==> src/rtl/uart_register_peripheral_pkg.sv <==
// Register map, status layout and UART FSM states shared by the peripheral
// and the firmware headers.
package uart_register_peripheral_pkg;

  localparam logic [11:0] REG_UART_DATA   = 12'd0;
  localparam logic [11:0] REG_UART_STATUS = 12'd1;
  localparam logic [11:0] REG_HALT        = 12'd4095;

  localparam int STAT_TX_READY    = 0;
  localparam int STAT_RX_AVAIL    = 1;
  localparam int STAT_RX_OVERRUN  = 2;
  localparam int STAT_TX_OVERFLOW = 3;

  typedef struct packed {
    logic [11:0] rsvd;
    logic        tx_overflow;
    logic        rx_overrun;
    logic        rx_avail;
    logic        tx_ready;
  } status_t;

  typedef enum logic [1:0] {TX_IDLE, TX_START, TX_DATA, TX_STOP} tx_state_t;
  typedef enum logic [2:0] {RX_IDLE, RX_START, RX_DATA, RX_STOP, RX_WAIT} rx_state_t;

endpackage

==> src/rtl/uart_register_peripheral_fifo.sv <==
// Small show-ahead FIFO; pop_data is the head entry, push/pop take effect on the clock edge.
// A push while full is dropped unless a pop frees the slot in the same cycle; pop while empty is ignored.
module register_bus_fifo #(
  parameter int WIDTH = 8,
  parameter int DEPTH = 4
) (
  input  logic             clk,
  input  logic             reset_n,
  input  logic             push,
  input  logic [WIDTH-1:0] push_data,
  input  logic             pop,
  output logic [WIDTH-1:0] pop_data,
  output logic             full,
  output logic             empty
);

  localparam int AW = $clog2(DEPTH);

  logic [AW:0]      wr_ptr;
  logic [AW:0]      rd_ptr;
  logic [WIDTH-1:0] mem [DEPTH];
  logic             do_push;
  logic             do_pop;

  assign empty    = (wr_ptr == rd_ptr);
  assign full     = (wr_ptr[AW] != rd_ptr[AW]) && (wr_ptr[AW-1:0] == rd_ptr[AW-1:0]);
  assign do_pop   = pop && !empty;
  assign do_push  = push && (!full || do_pop);
  assign pop_data = mem[rd_ptr[AW-1:0]];

  always_ff @(posedge clk or negedge reset_n) begin
    if (!reset_n) begin
      wr_ptr <= '0;
      rd_ptr <= '0;
    end else begin
      if (do_push) wr_ptr <= wr_ptr + 1'b1;
      if (do_pop)  rd_ptr <= rd_ptr + 1'b1;
    end
  end

  always_ff @(posedge clk) begin
    if (do_push) mem[wr_ptr[AW-1:0]] <= push_data;
  end

endmodule

==> src/rtl/uart_register_peripheral.sv <==
// Register-bus slave exposing a FIFO-buffered 8N1 UART and a sticky halt latch.
// Reads return one cycle after the strobe; full FIFOs drop bytes and raise sticky flags.
module uart_register_peripheral
  import uart_register_peripheral_pkg::*;
#(
  parameter int CLKS_PER_BIT = 16,
  parameter int FIFO_DEPTH   = 4
) (
  input  logic        clk,
  input  logic        reset_n,
  input  logic [11:0] register_index,
  input  logic        register_read,
  input  logic        register_write,
  input  logic [15:0] register_write_value,
  output logic [15:0] register_read_value,
  output logic        uart_tx,
  input  logic        uart_rx,
  output logic        halt
);

  localparam int TW = $clog2(CLKS_PER_BIT);
  localparam logic [TW-1:0] BIT_LAST  = TW'(CLKS_PER_BIT - 1);
  localparam logic [TW-1:0] HALF_LAST = TW'(CLKS_PER_BIT / 2 - 1);

  logic       tx_push, tx_pop, tx_full, tx_empty;
  logic       rx_push, rx_pop, rx_full, rx_empty;
  logic [7:0] tx_fifo_data, rx_fifo_data;
  logic       status_rd, tx_overflow, rx_overrun;
  status_t    status;

  tx_state_t     tx_state, tx_state_n;
  logic [TW-1:0] tx_timer, tx_timer_n;
  logic [2:0]    tx_idx, tx_idx_n;
  logic [7:0]    tx_shift, tx_shift_n;

  rx_state_t     rx_state, rx_state_n;
  logic [TW-1:0] rx_timer, rx_timer_n;
  logic [2:0]    rx_idx, rx_idx_n;
  logic [7:0]    rx_shift, rx_shift_n;
  logic          rx_s1, rx_sync, rx_prev;

  assign tx_push   = register_write && (register_index == REG_UART_DATA);
  assign rx_pop    = register_read && (register_index == REG_UART_DATA);
  assign status_rd = register_read && (register_index == REG_UART_STATUS);

  register_bus_fifo #(.WIDTH(8), .DEPTH(FIFO_DEPTH)) u_tx_fifo (
    .clk(clk), .reset_n(reset_n), .push(tx_push), .push_data(register_write_value[7:0]),
    .pop(tx_pop), .pop_data(tx_fifo_data), .full(tx_full), .empty(tx_empty)
  );

  register_bus_fifo #(.WIDTH(8), .DEPTH(FIFO_DEPTH)) u_rx_fifo (
    .clk(clk), .reset_n(reset_n), .push(rx_push), .push_data(rx_shift),
    .pop(rx_pop), .pop_data(rx_fifo_data), .full(rx_full), .empty(rx_empty)
  );

  always_comb begin
    status             = '0;
    status.tx_overflow = tx_overflow;
    status.rx_overrun  = rx_overrun;
    status.rx_avail    = !rx_empty;
    status.tx_ready    = !tx_full;
  end

  // A flag being set in the same cycle as a status read wins over the clear.
  always_ff @(posedge clk or negedge reset_n) begin
    if (!reset_n) begin
      register_read_value <= '0;
      halt                <= 1'b0;
      tx_overflow         <= 1'b0;
      rx_overrun          <= 1'b0;
    end else begin
      if (register_read) begin
        case (register_index)
          REG_UART_DATA:   register_read_value <= rx_empty ? 16'h0000 : {8'h00, rx_fifo_data};
          REG_UART_STATUS: register_read_value <= status;
          REG_HALT:        register_read_value <= {15'h0000, halt};
          default:         register_read_value <= '0;
        endcase
      end
      if (register_write && (register_index == REG_HALT)) halt <= 1'b1;
      if (tx_push && tx_full && !tx_pop)      tx_overflow <= 1'b1;
      else if (status_rd)                     tx_overflow <= 1'b0;
      if (rx_push && rx_full && !rx_pop)      rx_overrun <= 1'b1;
      else if (status_rd)                     rx_overrun <= 1'b0;
    end
  end

  always_ff @(posedge clk or negedge reset_n) begin
    if (!reset_n) begin
      tx_state <= TX_IDLE;
      tx_timer <= '0;
      tx_idx   <= '0;
      tx_shift <= '0;
      rx_state <= RX_IDLE;
      rx_timer <= '0;
      rx_idx   <= '0;
      rx_shift <= '0;
      rx_s1    <= 1'b1;
      rx_sync  <= 1'b1;
      rx_prev  <= 1'b1;
    end else begin
      tx_state <= tx_state_n;
      tx_timer <= tx_timer_n;
      tx_idx   <= tx_idx_n;
      tx_shift <= tx_shift_n;
      rx_state <= rx_state_n;
      rx_timer <= rx_timer_n;
      rx_idx   <= rx_idx_n;
      rx_shift <= rx_shift_n;
      rx_s1    <= uart_rx;
      rx_sync  <= rx_s1;
      rx_prev  <= rx_sync;
    end
  end

  always_comb begin
    tx_state_n = tx_state;
    tx_timer_n = tx_timer + 1'b1;
    tx_idx_n   = tx_idx;
    tx_shift_n = tx_shift;
    tx_pop     = 1'b0;
    uart_tx    = 1'b1;
    case (tx_state)
      TX_IDLE: begin
        tx_timer_n = '0;
        if (!tx_empty) begin
          tx_pop     = 1'b1;
          tx_shift_n = tx_fifo_data;
          tx_state_n = TX_START;
        end
      end
      TX_START: begin
        uart_tx = 1'b0;
        if (tx_timer == BIT_LAST) begin
          tx_timer_n = '0;
          tx_idx_n   = '0;
          tx_state_n = TX_DATA;
        end
      end
      TX_DATA: begin
        uart_tx = tx_shift[0];
        if (tx_timer == BIT_LAST) begin
          tx_timer_n = '0;
          tx_shift_n = {1'b0, tx_shift[7:1]};
          tx_idx_n   = tx_idx + 1'b1;
          if (tx_idx == 3'd7) tx_state_n = TX_STOP;
        end
      end
      TX_STOP: begin
        if (tx_timer == BIT_LAST) begin
          tx_timer_n = '0;
          // Chain straight into the next START so back-to-back frames have no idle gap.
          if (!tx_empty) begin
            tx_pop     = 1'b1;
            tx_shift_n = tx_fifo_data;
            tx_state_n = TX_START;
          end else begin
            tx_state_n = TX_IDLE;
          end
        end
      end
      default: tx_state_n = TX_IDLE;
    endcase
  end

  always_comb begin
    rx_state_n = rx_state;
    rx_timer_n = rx_timer + 1'b1;
    rx_idx_n   = rx_idx;
    rx_shift_n = rx_shift;
    rx_push    = 1'b0;
    case (rx_state)
      RX_IDLE: begin
        rx_timer_n = '0;
        if (rx_prev && !rx_sync) rx_state_n = RX_START;
      end
      RX_START: begin
        if (rx_timer == HALF_LAST) begin
          rx_timer_n = '0;
          rx_idx_n   = '0;
          rx_state_n = rx_sync ? RX_IDLE : RX_DATA;
        end
      end
      RX_DATA: begin
        if (rx_timer == BIT_LAST) begin
          rx_timer_n = '0;
          rx_shift_n = {rx_sync, rx_shift[7:1]};
          rx_idx_n   = rx_idx + 1'b1;
          if (rx_idx == 3'd7) rx_state_n = RX_STOP;
        end
      end
      RX_STOP: begin
        if (rx_timer == BIT_LAST) begin
          rx_timer_n = '0;
          // A low stop bit silently discards the byte and waits out the break.
          if (rx_sync) begin
            rx_push    = 1'b1;
            rx_state_n = RX_IDLE;
          end else begin
            rx_state_n = RX_WAIT;
          end
        end
      end
      RX_WAIT: begin
        rx_timer_n = '0;
        if (rx_sync) rx_state_n = RX_IDLE;
      end
      default: rx_state_n = RX_IDLE;
    endcase
  end

endmodule

==> config.mk <==
export PLATFORM = sky130hd
export DESIGN_NAME = uart_register_peripheral
export DESIGN_NICKNAME = d
export VERILOG_FILES = /design/src/rtl/uart_register_peripheral_pkg.sv /design/src/rtl/uart_register_peripheral_fifo.sv /design/src/rtl/uart_register_peripheral.sv
export SDC_FILE = /design/constraint.sdc
export NUM_CORES = 1
export LEC_CHECK = 0
export ABC_AREA = 1
export CORE_ASPECT_RATIO = 0.6
export CORE_MARGIN = 2
export CORE_UTILIZATION = 55
export CTS_CLUSTER_DIAMETER = 50
export DETAILED_ROUTE_END_ITERATION = 10
export PLACE_DENSITY = 0.75
export SETUP_SLACK_MARGIN = 0.05
export SYNTH_ARGS = -nofsm -noshare
export SYNTH_HDL_FRONTEND = slang
export SYNTH_HIERARCHICAL = 1
export SYNTH_SLANG_ARGS = --single-unit
==> constraint.sdc <==
create_clock -name clk -period 2.95 [get_ports clk]
set_clock_uncertainty 0.05 [all_clocks]
set_input_delay 0.295 -clock clk [delete_from_list [all_inputs] [get_ports clk]]
set_output_delay 0.295 -clock clk [all_outputs]
set_load 0.02 [all_outputs]
==> flow_summary.json <==
{
  "gp_congestion": 0.845,
  "synthFlopType": "edfxtp_1",
  "syn2layout_area_growth_pct": 19.1,
  "grt_setup_unrepaired": "no",
  "crit_path_end_kind": "output port",
  "initial_core_util_pct": 56.1,
  "cts-root-buf": "clkbuf_16",
  "finalCritPeriodShare_pct": 91.3,
  "netlist_instances": 601,
  "synthArstFlopShare_pct": 48.8,
  "crit_path_cell_trace": "inv_1 -> ha_2 -> clkinvlp_4 -> o21ai_0 -> clkdlybuf4s50_1",
  "wl_per_cell_um": 15.3,
  "ys_seq_area_share_pct": 58.7,
  "overflow": 0,
  "min_period_ns": 2.69,
  "cp_max_fo": 12,
  "r2r_slack_ns": 0.53,
  "io_pins": 51,
  "cts_tree": "done",
  "coreArea_mm2": 0.0105,
  "cp_slowest_stage_delay_ns": 0.63,
  "drcViolationCount": 0,
  "h-tree-depth": 4,
  "path_class": "reg2out",
  "yosysMostFrequentCell": "nand2_1",
  "io_buffers": 34,
  "synth.avg_cell_area_um2": 9.79,
  "cap_violations": 0,
  "power_density_mw_per_mm2": 711,
  "die_w_um": 138,
  "run_status": "complete, no violations",
  "synth.top_cells.by_count": "nand2_1 (141), nor2_1 (79), edfxtp_1 (64)",
  "netlist_area_mm2": 0.00589,
  "synth_seq_cells": 125,
  "cts.clk_slew.worst_paths_ns": 0.06,
  "fin_tns_setup_ns": 0,
  "grt_pass1_wl_um": 20300,
  "place_inst": 775,
  "worstSetupStartpointType": "flop",
  "slew_headroom_pct": 38.6,
  "ant_nets": 0,
  "grt_max_degree": 41,
  "insertion_delay_ns": 0.42,
  "synth_edf_count": 64,
  "hold_viol_final": 0,
  "drt_pass1_iterations": 5,
  "cts_buffers": 17,
  "stdcell_count": 809,
  "hold_path_class": "in2reg",
  "worstPathArrival_ns": 2.35,
  "diodes": 0,
  "yosysWarnings": 6,
  "via_count": 4297,
  "drt_iter0_markers": 308,
  "dp_hpwl_um": 8170,
  "first_global_vias": 4164,
  "crit_slowest_cell": "clkdlybuf4s50_1",
  "clock_sinks": 125,
  "p_leak_uw": 0.00313,
  "synth_top_area_cell": "edfxtp_1",
  "finalSetupViolCount": 0,
  "die_area_mm2": 0.0116,
  "drive_above_1_share_pct": 13.0,
  "routed_via_density": 5.31,
  "whs_ns": 0.231,
  "die_y_um": 84.1,
  "groute.usage.overall_pct": 23.3,
  "final_nets": 711,
  "finalMaxSlewViolations": 0,
  "antenna_found_initial": 0,
  "required_ns": 2.61,
  "max_freq_ghz": 0.371,
  "rows": 29,
  "netlist_top_cells_area": "edfxtp_1 (33%), dfrtp_1 (25%), nand2_1 (9.0%)",
  "worst_pin_slew_ns": 0.920,
  "ir_worst_vdd_mv": 0.488,
  "synthDistinctLibCells": 39,
  "synth_top_area_share_pct": 32.7,
  "wl_um": 12400,
  "clock_path_buffers": 2
}
[worst paths after layout]
path                                startpoint                endpoint  cells past startpoint
min reg2reg                              rx_s1                 rx_sync                      0
max in group asynchronous              reset_n  register_read_value[7]                      3
min                                    uart_rx                   rx_s1                      1
max reg2reg                u_tx_fifo/rd_ptr[0]     u_tx_fifo/mem[3][7]                     12
max                                tx_state[0]                 uart_tx                      5
min in group asynchronous              reset_n             rx_timer[3]                      2
[report_power, final]
group          leakage, uW  switching, uW  internal, uW
combinational      0.00144            519           288
sequential         0.00139           97.2          1960
clock             0.000294            843          1270
total              0.00313           1460          3520
[layer usage]
metal / global-route usage (%) / up-vias / wire [um]
met2: 34.7 / 131 / 5640
met1: 33.4 / 2062 / 5820
met5: 0 / - / 0
met3: 5.86 / 15 / 753
li1: - / 2089 / -
met4: 8.25 / 0 / 136
[through the flow]
step                instance area (um^2)  total power, uW  setup slack, ns  utilization (%)
global placement                    6380             2800            0.510             60.9
floorplan                           5910             2640            0.763                -
global route                        7010             5220            0.142             66.8
finish                              7010             4980            0.258             66.8
detailed placement                  6380             2840            0.447             60.9
CTS                                 7000             4970            0.198             66.7
[worst max-delay path, delay by kind of cell (launching register included)]
| kind | cells | cell delay [ns] |
|---|---|---|
| flip-flops | 1 | 0.42 |
| buffers and inverters | 3 | 0.95 |
| AO/OA/AOI/OAI | 1 | 0.19 |
| adder cells (fa/ha/maj) | 1 | 0.37 |
[cell type report]
type | instances | area [um^2]
clock buffers | 17 | 425
clock inverters | 15 | 174
fillers | 761 | 3480
inverters | 64 | 249
multi-input cells | 399 | 2080
flip-flops and latches | 125 | 3450
well taps | 139 | 174
repair buffers | 50 | 458
[registers in the layout (all words and copies together) (netlist names)]
register	flops
u_tx_fifo/mem	32
u_rx_fifo/rd_ptr	3
halt	1
rx_overrun	1
u_rx_fifo/mem	32
rx_shift	8
tx_idx	3
rx_timer	4
tx_overflow	1
rx_state	3
rx_idx	3
u_rx_fifo/wr_ptr	3
tx_shift	8
register_read_value	8
tx_state	2
rx_sync	1
rx_s1	1
tx_timer	4
u_tx_fifo/rd_ptr	3
u_tx_fifo/wr_ptr	3
rx_prev	1
[cell usage in the layout (no fill, tap or decap), drive strengths merged, types with 2 or more instances in the layout]
master,count
dfstp,3
clkinvlp,2
clkinv,5
inv,70
bufinv,2
conb,8
clkdlybuf4s50,33
nand4,5
clkbuf,17
o22ai,17
xnor2,2
a21oi,13
dfrtp,58
nand2,150
nor2,84
edfxtp,64
o21ai,54
nand3,34
buf,16
xor2,6
ha,21
[repair_timing]
item | 4_1_cts | 5_1_grt
hold buffers | 1 | 0
endpoints found under the setup margin | 1 | 1
setup buffers | 0 | 1
hold endpoints to repair | 7 | 0
resized for setup | 1 | 1
[logic make-up (layout without fill, tap and decap cells)]
family	after synthesis	count (layout)	share of synthesized area [%]
compound gates	87	87	8.55
other cells	1	8	0.0637
simple gates	275	275	20.3
buf+inv	84	146	6.57
fa+ha+maj	21	21	4.46
flops	125	125	58.7
xor+xnor	8	8	1.45
Note: power is estimated with default switching activity, not from simulation.
